$ cat src/rtl/encode_pkg.sv
// Shared types and default widths for the LZS encoder output stage.
package encode_pkg;

   localparam int unsigned LZS_CODE_W = 13;
   localparam int unsigned LZS_LEN_W  = 4;

   typedef enum logic [1:0] {
      RUN   = 2'd0,
      FLUSH = 2'd1,
      DONE  = 2'd2
   } state_e;

endpackage

$ cat src/rtl/encode_bitpack_oreg.sv
// Single-entry output slot for the bit packer: holds one packed word with its
// last flag and reports whether a new word may be loaded this cycle.
module encode_bitpack_oreg #(
   parameter int unsigned OUT_W = 16
) (
   input  logic             i_clk,
   input  logic             i_rst_n,
   input  logic             i_load,
   input  logic [OUT_W-1:0] i_data,
   input  logic             i_last,
   input  logic             i_ready,
   output logic             o_valid,
   output logic [OUT_W-1:0] o_data,
   output logic             o_last,
   output logic             o_slot_free
);

   logic             r_valid;
   logic [OUT_W-1:0] r_data;
   logic             r_last;

   // Slot can take a word when empty or when the current word drains this cycle.
   always_comb begin
      o_slot_free = !r_valid || i_ready;
   end

   // Word register: contents hold while stalled, valid drops after a drain.
   always_ff @(posedge i_clk) begin
      if (!i_rst_n) begin
         r_valid <= 1'b0;
         r_data  <= '0;
         r_last  <= 1'b0;
      end else if (i_load) begin
         r_valid <= 1'b1;
         r_data  <= i_data;
         r_last  <= i_last;
      end else if (r_valid && i_ready) begin
         r_valid <= 1'b0;
      end
   end

   assign o_valid = r_valid;
   assign o_data  = r_data;
   assign o_last  = r_last;

endmodule

$ cat src/rtl/encode_bitpack.sv
// Bit packer for the LZS encoder: packs MSB-first variable-length codes into
// OUT_W-bit words with valid/ready on both sides, zero-padded flush on finish,
// and last/done signalling.
// Optional macro ENCODE_BITPACK_STAT_EN adds saturating stat_bits/stat_words
// counters, cleared on reset and after out_done.
module encode_bitpack
   import encode_pkg::*;
#(
   parameter int unsigned CODE_W = LZS_CODE_W,
   parameter int unsigned LEN_W  = LZS_LEN_W,
   parameter int unsigned OUT_W  = 16
) (
   input  logic              clk,
   input  logic              rst_n,
   input  logic              cnt_output_enable,
   input  logic [CODE_W-1:0] cnt_output,
   input  logic [LEN_W-1:0]  cnt_len,
   input  logic              cnt_finish,
   output logic              in_ready,
   output logic [OUT_W-1:0]  out_data,
   output logic              out_valid,
   input  logic              out_ready,
   output logic              out_last,
   output logic              out_done
`ifdef ENCODE_BITPACK_STAT_EN
   ,
   output logic [31:0]       stat_bits,
   output logic [31:0]       stat_words
`endif
);

   localparam int unsigned       ACC_W   = OUT_W + CODE_W;
   localparam int unsigned       FILL_W  = $clog2(ACC_W);
   localparam logic [FILL_W-1:0] OUT_W_F = FILL_W'(OUT_W);

   if ((2 ** LEN_W) <= CODE_W) begin : g_bad_len_w
      $error("encode_bitpack: LEN_W too narrow for CODE_W");
   end
   if ((OUT_W < CODE_W) || (OUT_W > 64)) begin : g_bad_out_w
      $error("encode_bitpack: OUT_W out of range");
   end

   state_e            r_state;
   state_e            w_state_next;
   logic [ACC_W-1:0]  r_acc;
   logic [ACC_W-1:0]  w_acc_next;
   logic [FILL_W-1:0] r_fill;
   logic [FILL_W-1:0] w_fill_next;
   logic              r_done;

   logic              w_slot_free;
   logic              w_fill_ge;
   logic              w_accept;
   logic              w_emit;
   logic              w_flush_last;
   logic              w_load;
   logic              w_last_hs;
   logic [ACC_W-1:0]  w_mask;
   logic [ACC_W-1:0]  w_code;
   logic [ACC_W-1:0]  w_word_full;
   logic [ACC_W-1:0]  w_word_res;
   logic [OUT_W-1:0]  w_word;

   // Handshake and emit decisions from registered fill/state and slot status.
   always_comb begin
      w_fill_ge    = (r_fill >= OUT_W_F);
      in_ready     = (r_state == RUN) && (!w_fill_ge || w_slot_free);
      w_accept     = cnt_output_enable && in_ready;
      w_emit       = (r_state != DONE) && w_slot_free && w_fill_ge;
      w_flush_last = (r_state == FLUSH) && !w_fill_ge && w_slot_free;
      w_load       = w_emit || w_flush_last;
      w_last_hs    = out_valid && out_ready && out_last;
   end

   // Word extraction: oldest OUT_W live bits, or the residual left-aligned.
   always_comb begin
      // Bits above the live region shift out past OUT_W and are dropped.
      w_word_full = r_acc >> (r_fill - OUT_W_F);
      w_word_res  = r_acc << (OUT_W_F - r_fill);
      w_word      = w_flush_last ? w_word_res[OUT_W-1:0] : w_word_full[OUT_W-1:0];
      // Mask built in ACC_W so a full CODE_W length needs no special case.
      w_mask      = (ACC_W'(1) << cnt_len) - ACC_W'(1);
      w_code      = ACC_W'(cnt_output) & w_mask;
   end

   // Next accumulator, fill level and FSM state.
   always_comb begin
      w_state_next = r_state;
      w_acc_next   = r_acc;
      w_fill_next  = r_fill;

      if (w_accept) begin
         w_acc_next = (r_acc << cnt_len) | w_code;
      end

      if (w_flush_last) begin
         w_fill_next = '0;
      end else begin
         w_fill_next = r_fill - (w_emit ? OUT_W_F : '0) +
                       (w_accept ? FILL_W'(cnt_len) : '0);
      end

      unique case (r_state)
         RUN: begin
            if (cnt_finish && in_ready) begin
               w_state_next = FLUSH;
            end
         end
         FLUSH: begin
            if (w_flush_last) begin
               w_state_next = DONE;
            end
         end
         DONE: begin
            if (w_last_hs) begin
               w_state_next = RUN;
               w_acc_next   = '0;
            end
         end
         default: w_state_next = RUN;
      endcase
   end

   // State, accumulator and done-pulse registers.
   always_ff @(posedge clk) begin
      if (!rst_n) begin
         r_state <= RUN;
         r_acc   <= '0;
         r_fill  <= '0;
         r_done  <= 1'b0;
      end else begin
         r_state <= w_state_next;
         r_acc   <= w_acc_next;
         r_fill  <= w_fill_next;
         r_done  <= (r_state == DONE) && w_last_hs;
      end
   end

   assign out_done = r_done;

   encode_bitpack_oreg #(
      .OUT_W (OUT_W)
   ) u_oreg (
      .i_clk       (clk),
      .i_rst_n     (rst_n),
      .i_load      (w_load),
      .i_data      (w_word),
      .i_last      (w_flush_last),
      .i_ready     (out_ready),
      .o_valid     (out_valid),
      .o_data      (out_data),
      .o_last      (out_last),
      .o_slot_free (w_slot_free)
   );

`ifdef ENCODE_BITPACK_STAT_EN
   logic [31:0] r_stat_bits;
   logic [31:0] r_stat_words;
   logic [31:0] w_add_bits;
   logic [32:0] w_bits_sum;
   logic [32:0] w_words_sum;

   // Saturating sums for the statistics counters.
   always_comb begin
      w_add_bits  = w_accept ? 32'(cnt_len) : 32'd0;
      w_bits_sum  = {1'b0, r_stat_bits} + {1'b0, w_add_bits};
      w_words_sum = {1'b0, r_stat_words} + 33'(out_valid && out_ready);
   end

   // Counters restart after out_done; a code accepted in that cycle still counts.
   always_ff @(posedge clk) begin
      if (!rst_n) begin
         r_stat_bits  <= '0;
         r_stat_words <= '0;
      end else if (r_done) begin
         r_stat_bits  <= w_add_bits;
         r_stat_words <= '0;
      end else begin
         r_stat_bits  <= w_bits_sum[32] ? '1 : w_bits_sum[31:0];
         r_stat_words <= w_words_sum[32] ? '1 : w_words_sum[31:0];
      end
   end

   assign stat_bits  = r_stat_bits;
   assign stat_words = r_stat_words;
`endif

   // Lengths above CODE_W would shift in bits the mask does not cover.
   a_len_legal : assert property (@(posedge clk) disable iff (!rst_n)
      cnt_output_enable |-> (cnt_len <= LEN_W'(CODE_W)))
      else $error("encode_bitpack: cnt_len %0d exceeds CODE_W", cnt_len);

endmodule

$ cat config.mk
export PLATFORM = sky130hd
export DESIGN_NAME = encode_bitpack
export DESIGN_NICKNAME = d
export VERILOG_FILES = /design/src/rtl/encode_pkg.sv /design/src/rtl/encode_bitpack_oreg.sv /design/src/rtl/encode_bitpack.sv
export SDC_FILE = /design/constraint.sdc
export NUM_CORES = 1
export LEC_CHECK = 0
export ABC_AREA = 1
export CAP_MARGIN = 5
export CORE_MARGIN = 3
export CORE_UTILIZATION = 56
export CTS_BUF_LIST = sky130_fd_sc_hd__clkbuf_4
export CTS_CLUSTER_SIZE = 14
export DETAILED_ROUTE_END_ITERATION = 8
export PLACE_DENSITY = 0.78
export REMOVE_ABC_BUFFERS = 1
export SLEW_MARGIN = 20
export SYNTH_ARGS = -nofsm -noshare
export SYNTH_HDL_FRONTEND = slang
export SYNTH_SLANG_ARGS = --single-unit
$ cat constraint.sdc
create_clock -name clk -period 2.4 [get_ports clk]
set_input_delay 0.72 -clock clk [delete_from_list [all_inputs] [get_ports clk]]
set_output_delay 0.72 -clock clk [all_outputs]
set_load 0.005 [all_outputs]
After elaboration in Yosys (flattened, before gate mapping)
Index checks and enable logic that the tools add are counted.
{"block": "word_totals", "in_bits": 22, "ff_bits": 55, "out_inout_bits": 20}
{"block": "op_classes", "n_eq_ne": 6, "addsub": 5, "bitwise_logic": 3, "n_lt_le_gt_ge": 1, "reduce_logical": 19, "shifts": 4, "muxes": 12}
{"operator": "29-bit 2-to-1 mux", "count": 3}
{"operator": "13-bit by 29-bit AND with 29-bit output", "count": 1}
{"operator": "29-bit OR", "count": 1}
{"operator": "1-bit by 4-bit << shifter with 29-bit output (first input constant)", "count": 1}
{"operator": "29-bit by 4-bit << shifter with 29-bit output", "count": 1}
{"operator": "29-bit by 5-bit << shifter with 16-bit output", "count": 1}
{"operator": "29-bit by 5-bit >> shifter with 16-bit output", "count": 1}
{"operator": "29-bit by 2-bit subtractor with 29-bit output (second input constant)", "count": 1}
{"operator": "16-bit 2-to-1 mux", "count": 1}
{"operator": "1-bit logical AND", "count": 10}
{"operator": "2-bit 2-to-1 mux", "count": 3}
{"operator": "2-bit one-hot mux with 3 select lines", "count": 1}
{"operator": "5-bit by 4-bit adder with 5-bit output", "count": 1}
{"operator": "5-bit greater-or-equal comparator (second input constant)", "count": 1}
{"operator": "5-bit 2-to-1 mux", "count": 1}
{"operator": "5-bit subtractor", "count": 1}
{"operator": "5-bit subtractor (first input constant)", "count": 1}
{"operator": "5-bit subtractor (second input constant)", "count": 1}
{"operator": "4-bit 2-to-1 mux", "count": 1}
{"operator": "2-bit by 1-bit inequality test with 1-bit output (second input constant)", "count": 2}
{"operator": "2-bit inequality test (second input constant)", "count": 2}
{"operator": "1-bit logical OR", "count": 3}
{"operator": "3-bit AND reduction", "count": 1}
{"operator": "2-bit by 1-bit equality test with 1-bit output (second input constant)", "count": 1}
{"operator": "other kinds (7)", "count": 9}

Logic depth before layout (Yosys ltp)
Gate-level depths: netlist of run 1.
{"block": "depth", "word_depth": 8, "mapped_depth": 17}

Hierarchy
A second synthesis of run 1 with hierarchy kept.
{"block": "unflattened", "hier_cells": 1033, "area_unflattened_um2": 5675.4}
{"module": "encode_bitpack", "cells_per_inst": 955, "n_inst": 1, "seq_area_each_um2": 740.7, "area_each_um2": 5016.1}
{"module": "encode_bitpack_oreg", "cells_per_inst": 78, "n_inst": 1, "seq_area_each_um2": 360.3, "area_each_um2": 659.4}

Least setup slack after synthesis of run 1
No wires, ideal clock.
{"block": "synth_timing", "kind": "input port to flip-flop", "startpoint": "input out_ready", "endpoint": "register r_fill[4]", "arrival_time_ps": 2464, "n_path_buf": 1, "t_required_ps": 2329, "slack_ps": -135, "path_stages": 14, "cell_sequence": "nor2_1 -> nand2_1 -> nand3_2 -> inv_2 -> clkbuf_1 -> nand2_1 -> ha_1 -> inv_1 -> ha_1 -> nand2_1 -> nand2_1 -> a21oi_1 -> or2_2 -> a21oi_1"}
{"block": "synth_via", "elab_chain_len": 6}
{"element": "from (decl)", "line_no": "encode_bitpack.sv:22", "source": "input logic out_ready,"}
{"element": "1-bit logical OR *", "line_no": "encode_bitpack_oreg.sv:24", "source": "o_slot_free = !r_valid || i_ready;"}
{"element": "1-bit logical AND or 1-bit logical OR (tied branches)", "line_no": "encode_bitpack.sv:69, encode_bitpack.sv:67"}
{"element": "1-bit logical AND, on equally long branches", "line_no": "encode_bitpack.sv:69, encode_bitpack.sv:67"}
{"element": "5-bit 2-to-1 mux or 1-bit logical AND (tied branches)", "line_no": "encode_bitpack.sv:99, encode_bitpack.sv:68"}
{"element": "5-bit subtractor or 4-bit 2-to-1 mux (tied branches)", "line_no": "encode_bitpack.sv:99, encode_bitpack.sv:100"}
{"element": "5-bit by 4-bit adder with 5-bit output", "line_no": "encode_bitpack.sv:99", "source": "w_fill_next = r_fill - (w_emit ? OUT_W_F : '0) +"}
{"element": "to (signal assigned)", "line_no": "encode_bitpack.sv:134", "source": "r_fill <= w_fill_next;"}
{"element": "to (decl)", "line_no": "encode_bitpack.sv:47", "source": "logic [FILL_W-1:0] r_fill;"}
Every way passes the cells marked *; elsewhere a longest branch is shown, timed or not.
A chain may end at the register's enable or synchronous reset.

Worst setup path after layout of run 1
{"block": "layout_timing", "startpoint": "input cnt_output_enable", "endpoint": "register r_fill[4]"}
{"block": "layout_via", "elab_chain_len": 3}
{"element": "from (decl)", "line_no": "encode_bitpack.sv:15", "source": "input logic cnt_output_enable,"}
{"element": "1-bit logical AND", "line_no": "encode_bitpack.sv:68", "source": "w_accept = cnt_output_enable && in_ready;"}
{"element": "4-bit 2-to-1 mux", "line_no": "encode_bitpack.sv:100", "source": "(w_accept ? FILL_W'(cnt_len) : '0);"}
{"element": "5-bit by 4-bit adder with 5-bit output", "line_no": "encode_bitpack.sv:99"}
No other way between the ends.

==> summary.md, run 1 <==
| Metric | Value |
|---|---|
| Die area | between 10000 and 15000 µm² |
| Status | complete, no violations |
| CTS Hold Bufs | 0 |
| Core box area | approximately 9400 µm² |
| Reg2reg setup slack | roughly 200 ps |
| TritonCTS buffer count | 5 |
| NetSw | ~2.7 mW |
| PortBufs | between 40 and 50 |
| Final hold viol count | 0 |
| Worst setup SP type | input port |
| Worst rel slew slack | 72.46% |
| CTS Root Cell | clkbuf_4 |
| Ys flop type | dfxtp_1 |
| Seq cells post-synth | 55 |
| Initial DRC count | around 720 |
| Largest family of logic cells by synthesized area | simple AND/OR/NAND/NOR gates |
| Post-route cell area | 6350 µm² |
| Post-synth cell types | 40 |
| # fillers | ~930 |
| Skew-Pair Late Insertion Delay | 410 ps |
| First-pass GRT wire length | approximately 30000 µm |
| Syn Inst Count | around 960 |
| Worst R2R End | u_oreg.o_data[14]$_SDFFE_PN0P_ |
| Wire per inst | approximately 15 µm |
| Drt via density | between 5 and 6 |
| # IOs | 42 |
| P&R area growth vs syn | 16.19% |
| EDFF count, synth | 0 |
| FP Rows | 35 |
| Hold wc startpoint | u_oreg.o_last$_SDFFE_PN0P_ |
| Clock transition at path regs | 170 ps |
| RePlAce Congestion | roughly 0.95 |
| DRC viols | 0 |
| Power Density | between 800 and 900 nW/µm² |
| Worst Reg2Reg Path Length in Cells | 12 |
| Largest net degree at the start of global routing | 38 |
| Worst Path Arrival | about 2600 ps |
| Synth Area per Inst | 5.675 µm² |
| Comb pwr share | between 60% and 70% |
| Peak VDD IR | roughly 0.96 mV |
| Placement-stage cell area | about 6200 µm² |
| Final #Nets | between 1000 and 1500 |
| Clock power share | between 10% and 20% |
| Total track usage | about a third |
| Post-synthesis sequential area ratio | between 20% and 30% |
| Post-synth ARST share | 0% |
| CTS sink count | 55 |
| FF-to-FF Start | r_fill[0]$_SDFF_PP0_ |
| Multiplexer share of the synthesized area | 0% |
| Diode count | 0 |
| Seq pwr share | between 20% and 30% |
| Adder-cell area share of the yosys netlist | 2.289% |
| Required @ worst endpoint | between 2000 and 3000 ps |
| Hold worst-path end | u_oreg.o_last$_SDFFE_PN0P_ |
| Switching Fraction | about 50% |
| Int Pwr | approximately 2.7 mW |
| CTS tree | done |
| Initial antenna violation count | 0 |
| Clk_skew | about 32 ps |
| Setup WS pre-CTS | -475.5 ps |
| # setup viols final | 0 |
| Die width | 104.8 µm |
| # H-tree levels | 2 |
| Placed insts | approximately 1100 |
| DRT antenna net count | 0 |
| Critical path capture point type | flop |
| Pleak | 3.029 nW |
| Clock Tree Buf Depth | 2 |
| Vias in the first global route | ~6000 |
| XOR/XNOR share of the synthesized area | less than 1% |
| Total of max-cap violations | 0 |
| Routed WL | 17530 µm |
| Cell depth of the worst hold path | 2 |
| Worst Hold Class | reg2reg |
| Chip height | between 100 and 150 µm |
| GRT Residual Overflow | 0 |
| Yosys warns | 0 |
| Non-filler instance count after layout | 1153 |
| DPL Wire Length | ~13000 µm |
| Worst Tran Pin Value | around 410 ps |
| Setup CP Type | in2reg |
| Post-layout min period | between 2000 and 2500 ps |
| Max-slew violation count | 0 |
| Post-Synth Simple-Gate Area | a little over half |
| 1st-pass router iterations | 6 |
| Setup WS post-layout | ~130 ps |
| DR vias | ~6700 |
| Mapped cell area | 5465 µm² |
| Fmax | about 440 MHz |
| CP Max Fanout | 3 |
| Fin crit share | roughly 95% |
| Starting Density | 58.32% |
| Layout cells sized above 1 | a little under an eighth |
| Compound-Gate Fraction of Synth Area | between 10% and 20% |
final cells by class:
cell class	instances	area, µm²	share of cell area, %
multi-input cells	784	3776	59.47
flip-flops and latches	55	1101	17.34
repair buffers	108	960.9	15.13
inverters	69	266.5	4.197
well taps	129	161.4	2.542
clock inverters	3	46.29	0.7291
clock buffers	5	37.54	0.5911
state kept, by name, indices dropped and copies added (netlist names):
register,cells
r_acc,29
u_oreg.o_data,16
r_fill,5
r_state,2
out_done,1
u_oreg.o_last,1
u_oreg.o_valid,1
metal layers:
metal	part of all wire [%]	GRT usage, %	vias up	wire length, µm
met2	44	49.82	379	7633
met5	0	0	-	0
li1	-	-	3320	-
met3	11	5.991	25	1880
met4	1.8	7.404	0	323
met1	44	46.28	3002	7695
metrics by stage:
step | total power [mW] | hold slack (ps) | util (%) | TNS, ps
after floorplan | 3.503 | 470.9 | - | -4379
after global placement | 4.704 | 476.3 | 66.65 | -3527
after detailed placement | 4.752 | 479.5 | 66.65 | -4111
after CTS | 5.314 | 501.8 | 67.54 | 0
after global routing | 5.868 | 523.5 | 67.76 | -0.03553
final | 5.400 | 503.5 | 67.76 | 0
logic make-up after synthesis:
group	Yosys count
and+or+nand+nor	641
AOI/OAI and AO/OA	130
buffers and inverters	124
DFF	55
adders and majority gates	10
xor gates and xnor gates	3
power groups by stage:
| stage | logic [mW] | clock network [mW] | registers (mW) |
|---|---|---|---|
| after floorplan | 2.15 | 0 | 1.35 |
| after global placement | 3.39 | 0 | 1.31 |
| after detailed placement | 3.44 | 0 | 1.31 |
| after CTS | 3.45 | 0.573 | 1.29 |
| after global routing | 3.94 | 0.603 | 1.32 |
| final | 3.54 | 0.564 | 1.30 |
cell usage in the layout, fill, tap and decap left out, drive strengths merged, types with 4 or more instances in the layout:
cell type / Yosys / routed
a21oi: 34 / 34
and2: 5 / 5
buf: 49 / 67
clkbuf: 6 / 5
clkdlybuf4s50: 0 / 39
dfxtp: 55 / 55
ha: 10 / 10
inv: 69 / 70
nand2: 344 / 344
nand3: 217 / 217
nand4: 9 / 9
nor2: 52 / 52
nor3: 4 / 4
o211ai: 16 / 16
o21ai: 67 / 67
or2: 7 / 7
worst max-delay path by stage:
| stage | to | cells past startpoint | startpoint |
|---|---|---|---|
| floorplan | r_fill[4]$_SDFF_PP0_ | 11 | out_ready |
| global placement | r_fill[4]$_SDFF_PP0_ | 14 | out_ready |
| detailed placement | r_fill[4]$_SDFF_PP0_ | 14 | out_ready |
| CTS | r_fill[4]$_SDFF_PP0_ | 12 | cnt_output_enable |
| global route | r_fill[4]$_SDFF_PP0_ | 12 | cnt_output_enable |
| finish | r_fill[4]$_SDFF_PP0_ | 12 | cnt_output_enable |
synthesized netlist by cell type (2+ instances only):
master | n | share of area [%]
nand2_1 | 340 | 23
nand3_1 | 211 | 19
dfxtp_1 | 55 | 20
inv_1 | 54 | 3.7
o21ai_0 | 46 | 4.2
nor2_1 | 42 | 2.9
a21oi_1 | 34 | 3.1
buf_2 | 29 | 2.7
o21ai_1 | 21 | 1.9
o211ai_1 | 16 | 2.2
inv_2 | 14 | 0.96
ha_1 | 10 | 2.3
buf_4 | 9 | 1.2
buf_6 | 8 | 1.6
nand4_1 | 7 | 0.80
clkbuf_1 | 6 | 0.41
nand3_2 | 6 | 1.1
or2_2 | 6 | 0.69
and2_1 | 5 | 0.57
nor2_4 | 5 | 1.0
nand2_2 | 4 | 0.46
nor2_2 | 4 | 0.46
nor3_1 | 4 | 0.37
a21boi_1 | 3 | 0.41
a22oi_1 | 3 | 0.41
buf_1 | 3 | 0.21
o21a_1 | 3 | 0.41
a31oi_1 | 2 | 0.23
and3_1 | 2 | 0.23
timing repair:
item,in CTS,in global routing
setup buffers,0,1
gates resized for setup,3,1
endpoints found under the setup margin,2,1
pin swaps,1,1
worst max-delay path, stage by stage:
cell             delay, ps
clkdlybuf4s50_1        470
nand3_2                110
inv_2                   90
nand2_1                 50
ha_1                   270
inv_1                   60
ha_4                   260
nand2_1                 60
nand2_1                 60
a21oi_1                 60
or2_2                  290
a21oi_1                110
Power figures use the tool's default switching activity.
==> run 2, diff against run 1 <==
--- a/config.mk
+++ b/config.mk
@@ -7,12 +7,12 @@
 export LEC_CHECK = 0
 export ABC_AREA = 1
 export CAP_MARGIN = 5
+export CORE_ASPECT_RATIO = 1.4
 export CORE_MARGIN = 3
-export CORE_UTILIZATION = 56
-export CTS_BUF_LIST = sky130_fd_sc_hd__clkbuf_4
+export CORE_UTILIZATION = 54
 export CTS_CLUSTER_SIZE = 14
 export DETAILED_ROUTE_END_ITERATION = 8
-export PLACE_DENSITY = 0.78
+export PLACE_DENSITY = 0.76
 export REMOVE_ABC_BUFFERS = 1
 export SLEW_MARGIN = 20
 export SYNTH_ARGS = -nofsm -noshare
==> run 2 against run 1 <==
Effect of this change: die area up 3.6%; final cell count about the same; via count about the same; sequential share of layout area down 0.34 points; maximum frequency down 1.1%; sequential power about the same; power up 7.7%; clock power up 72%; register-to-register slack better by 30 ps; first-iteration DRC count down 34%; critical endpoint unchanged; largest power group unchanged.
==> summary.md, run 2 (synthesized netlist as in run 1, its figures left out) <==
| Metric | Value |
|---|---|
| Wire per inst | 15.66 µm (+3.0%) |
| Power Density | 897.9 nW/µm² (+5.6%) |
| Diode count | 0 (unchanged) |
| Die width | 91.03 µm (-13%) |
| PortBufs | 41 (unchanged) |
| Comb pwr share | 61.1% (-4.5 points) |
| Routed WL | 18040 µm (+2.9%) |
| Top reg by flops | r_acc |
| RePlAce Congestion | 0.9489 (about the same) |
| Seq pwr share | 22.2% (-1.8 points) |
| Clock transition at path regs | 70 ps (-100 ps) |
| CTS Root Cell | clkbuf_16 |
| DRT antenna net count | 0 (unchanged) |
| FP Rows | 42 (+20%) |
| Skew-Pair Late Insertion Delay | 310 ps (-100 ps) |
| Int Pwr | 3.052 mW (+14%) |
| Placed insts | 1142 (-0.17%) |
| Hold wc startpoint | u_oreg.o_last$_SDFFE_PN0P_ |
| Worst setup SP type | input port |
| P&R area growth vs syn | 18.48% |
| Worst Reg2Reg Path Length in Cells | 14 (+2) |
| Worst rel slew slack | 69.62% (-2.8 points) |
| First-pass GRT wire length | 29840 µm (+1.6%) |
| Chip height | 125.0 µm (+19%) |
| CTS Hold Bufs | 0 (unchanged) |
| Clock power share | 16.7% (+6.3 points) |
| FF-to-FF Start | r_fill[0]$_SDFF_PP0_ |
| Worst Tran Pin Value | 450.9 ps (+38.50 ps) |
| Hold worst-path end | u_oreg.o_last$_SDFFE_PN0P_ |
| Final #Nets | 1051 (-0.38%) |
| Initial DRC count | 475 (-34%) |
| Fin crit share | 95.65% (+1.1 points) |
| TritonCTS buffer count | 5 (unchanged) |
| Most common cell after layout, fill and taps aside | nand2_1 |
| Final hold viol count | 0 (unchanged) |
| Clk_skew | 8.480 ps (-23.92 ps) |
| Total of max-cap violations | 0 (unchanged) |
| Vias in the first global route | 6245 (+4.2%) |
| Setup WS post-layout | 104.3 ps (-25.40 ps) |
| Required @ worst endpoint | 2640 ps (-110 ps) |
| # setup viols final | 0 (unchanged) |
| Die area | 11380 µm² (+3.6%) |
| Status | complete, no violations |
| Switching Fraction | 47.51% (-3.1 points) |
| CP Max Fanout | 2 (-1) |
| GRT Residual Overflow | 0 (unchanged) |
| Worst Hold Class | reg2reg |
| Total track usage | 31.50% (-0.69 points) |
| Fmax | 435.6 MHz (-1.1%) |
| # IOs | 42 (unchanged) |
| Initial antenna violation count | 0 (unchanged) |
| Setup CP Type | in2reg |
| Max reg flops | 29 (unchanged) |
| CTS tree | done |
| Peak VDD IR | 0.4278 mV (-55%) |
| Reg2reg setup slack | 230 ps (+30 ps) |
| Pleak | 3.066 nW (+1.2%) |
| # H-tree levels | 2 (unchanged) |
| DRC viols | 0 (unchanged) |
| NetSw | 2.762 mW (+1.1%) |
| DPL Wire Length | 13530 µm (+0.43%) |
| Largest net degree at the start of global routing | 38 (unchanged) |
| Layout cells sized above 1 | 11.76% (-0.052 points) |
| Cell depth of the worst hold path | 2 (unchanged) |
| # fillers | 967 (+3.8%) |
| Clock Tree Buf Depth | 2 (unchanged) |
| Drt via density | 5.843 (+0.16%) |
| Critical path capture point type | flop |
| Worst R2R End | u_oreg.o_data[9]$_SDFFE_PN0P_ |
| 1st-pass router iterations | 5 (-1) |
| Post-Route Utilization | 66.96% (-0.79 points) |
| RSZ-0062 raised after global routing | false |
| Commonest non-fill, non-tap cells in the layout | nand2_1, nand3_1, buf_4 |
| Worst Path Arrival | 2540 ps (-80 ps) |
| DR vias | 6731 (+0.074%) |
| Post-layout min period | 2296 ps (+25.40 ps) |
| Non-filler instance count after layout | 1152 (-0.087%) |
| Max-slew violation count | 0 (unchanged) |
| Starting Density | 56.52% (-1.8 points) |
| Core box area | 9669 µm² (+3.2%) |
| CTS sink count | 55 (unchanged) |
| Setup WS pre-CTS | -493.1 ps (-17.59 ps) |
[run 2: worst max path at each step]
| stage | startpoint | to | slack (ps) | cells after the start |
|---|---|---|---|---|
| floorplan | out_ready | r_fill[4]$_SDFF_PP0_ | -440 | 11 |
| global placement | out_ready | r_fill[4]$_SDFF_PP0_ | -440 | 14 |
| detailed placement | out_ready | r_fill[4]$_SDFF_PP0_ | -490 | 14 |
| CTS | cnt_len[2] | r_acc[6]$_SDFF_PN0_ | 50 | 11 |
| global route | out_ready | r_fill[4]$_SDFF_PP0_ | 10 | 14 |
| finish | cnt_len[2] | r_fill[4]$_SDFF_PP0_ | 100 | 10 |
[run 2: timing repair]
item                                   in CTS  in global routing
pin swaps                                   2                  2
gates resized for setup                     5                  8
setup endpoints to repair                   3                  4
endpoints found under the hold margin       0                  0
buffers inserted                            1                  1
[run 2: power by group through the flow]
| stage | combinational (mW) | clock [mW] | sequential (mW) |
|---|---|---|---|
| floorplan | 2.15 | 0 | 1.35 |
| global placement | 3.38 | 0 | 1.30 |
| detailed placement | 3.41 | 0 | 1.31 |
| CTS | 3.46 | 0.972 | 1.29 |
| global route | 3.96 | 0.997 | 1.32 |
| finish | 3.55 | 0.971 | 1.29 |
[run 2: worst max-delay path: stages]
cell and delay, ps:
clkdlybuf4s50_1 530, nand2_1 90, ha_1 270, inv_1 60
ha_4 260, nand2_1 60, nand2_1 60, a21oi_1 70
or2_2 300, a21oi_2 110
[run 2: area by class of cell]
cell class / instances / area, µm² / share of cell area (%)
inverter: 69 / 266.5 / 4.116
sequential: 55 / 1101 / 17.00
clock buffer: 6 / 128.9 / 1.990
multi-input combinational: 784 / 3810 / 58.84
clock inverter: 2 / 60.06 / 0.9275
timing repair buffer: 104 / 943.4 / 14.57
tap: 132 / 165.2 / 2.551
[run 2: routing by layer]
| layer | GRT usage, % | up-vias | routed length [µm] |
|---|---|---|---|
| met2 | 54.64 | 317 | 8947 |
| met5 | 0 | - | 0 |
| met3 | 3.786 | 71 | 1228 |
| met1 | 36.98 | 3039 | 6929 |
| li1 | - | 3304 | - |
| met4 | 18.29 | 0 | 930 |
[run 2: per-stage QoR]
step / hold slack (ps) / area, µm² / TNS (ps) / total power, mW
floorplan: 470.9 / 5129 / -4379 / 3.503
global placement: 468.2 / 6225 / -3717 / 4.681
detailed placement: 489.4 / 6225 / -4035 / 4.714
CTS: 500.3 / 6434 / 0 / 5.717
global route: 535.9 / 6475 / 0 / 6.273
finish: 492.3 / 6475 / 0 / 5.814
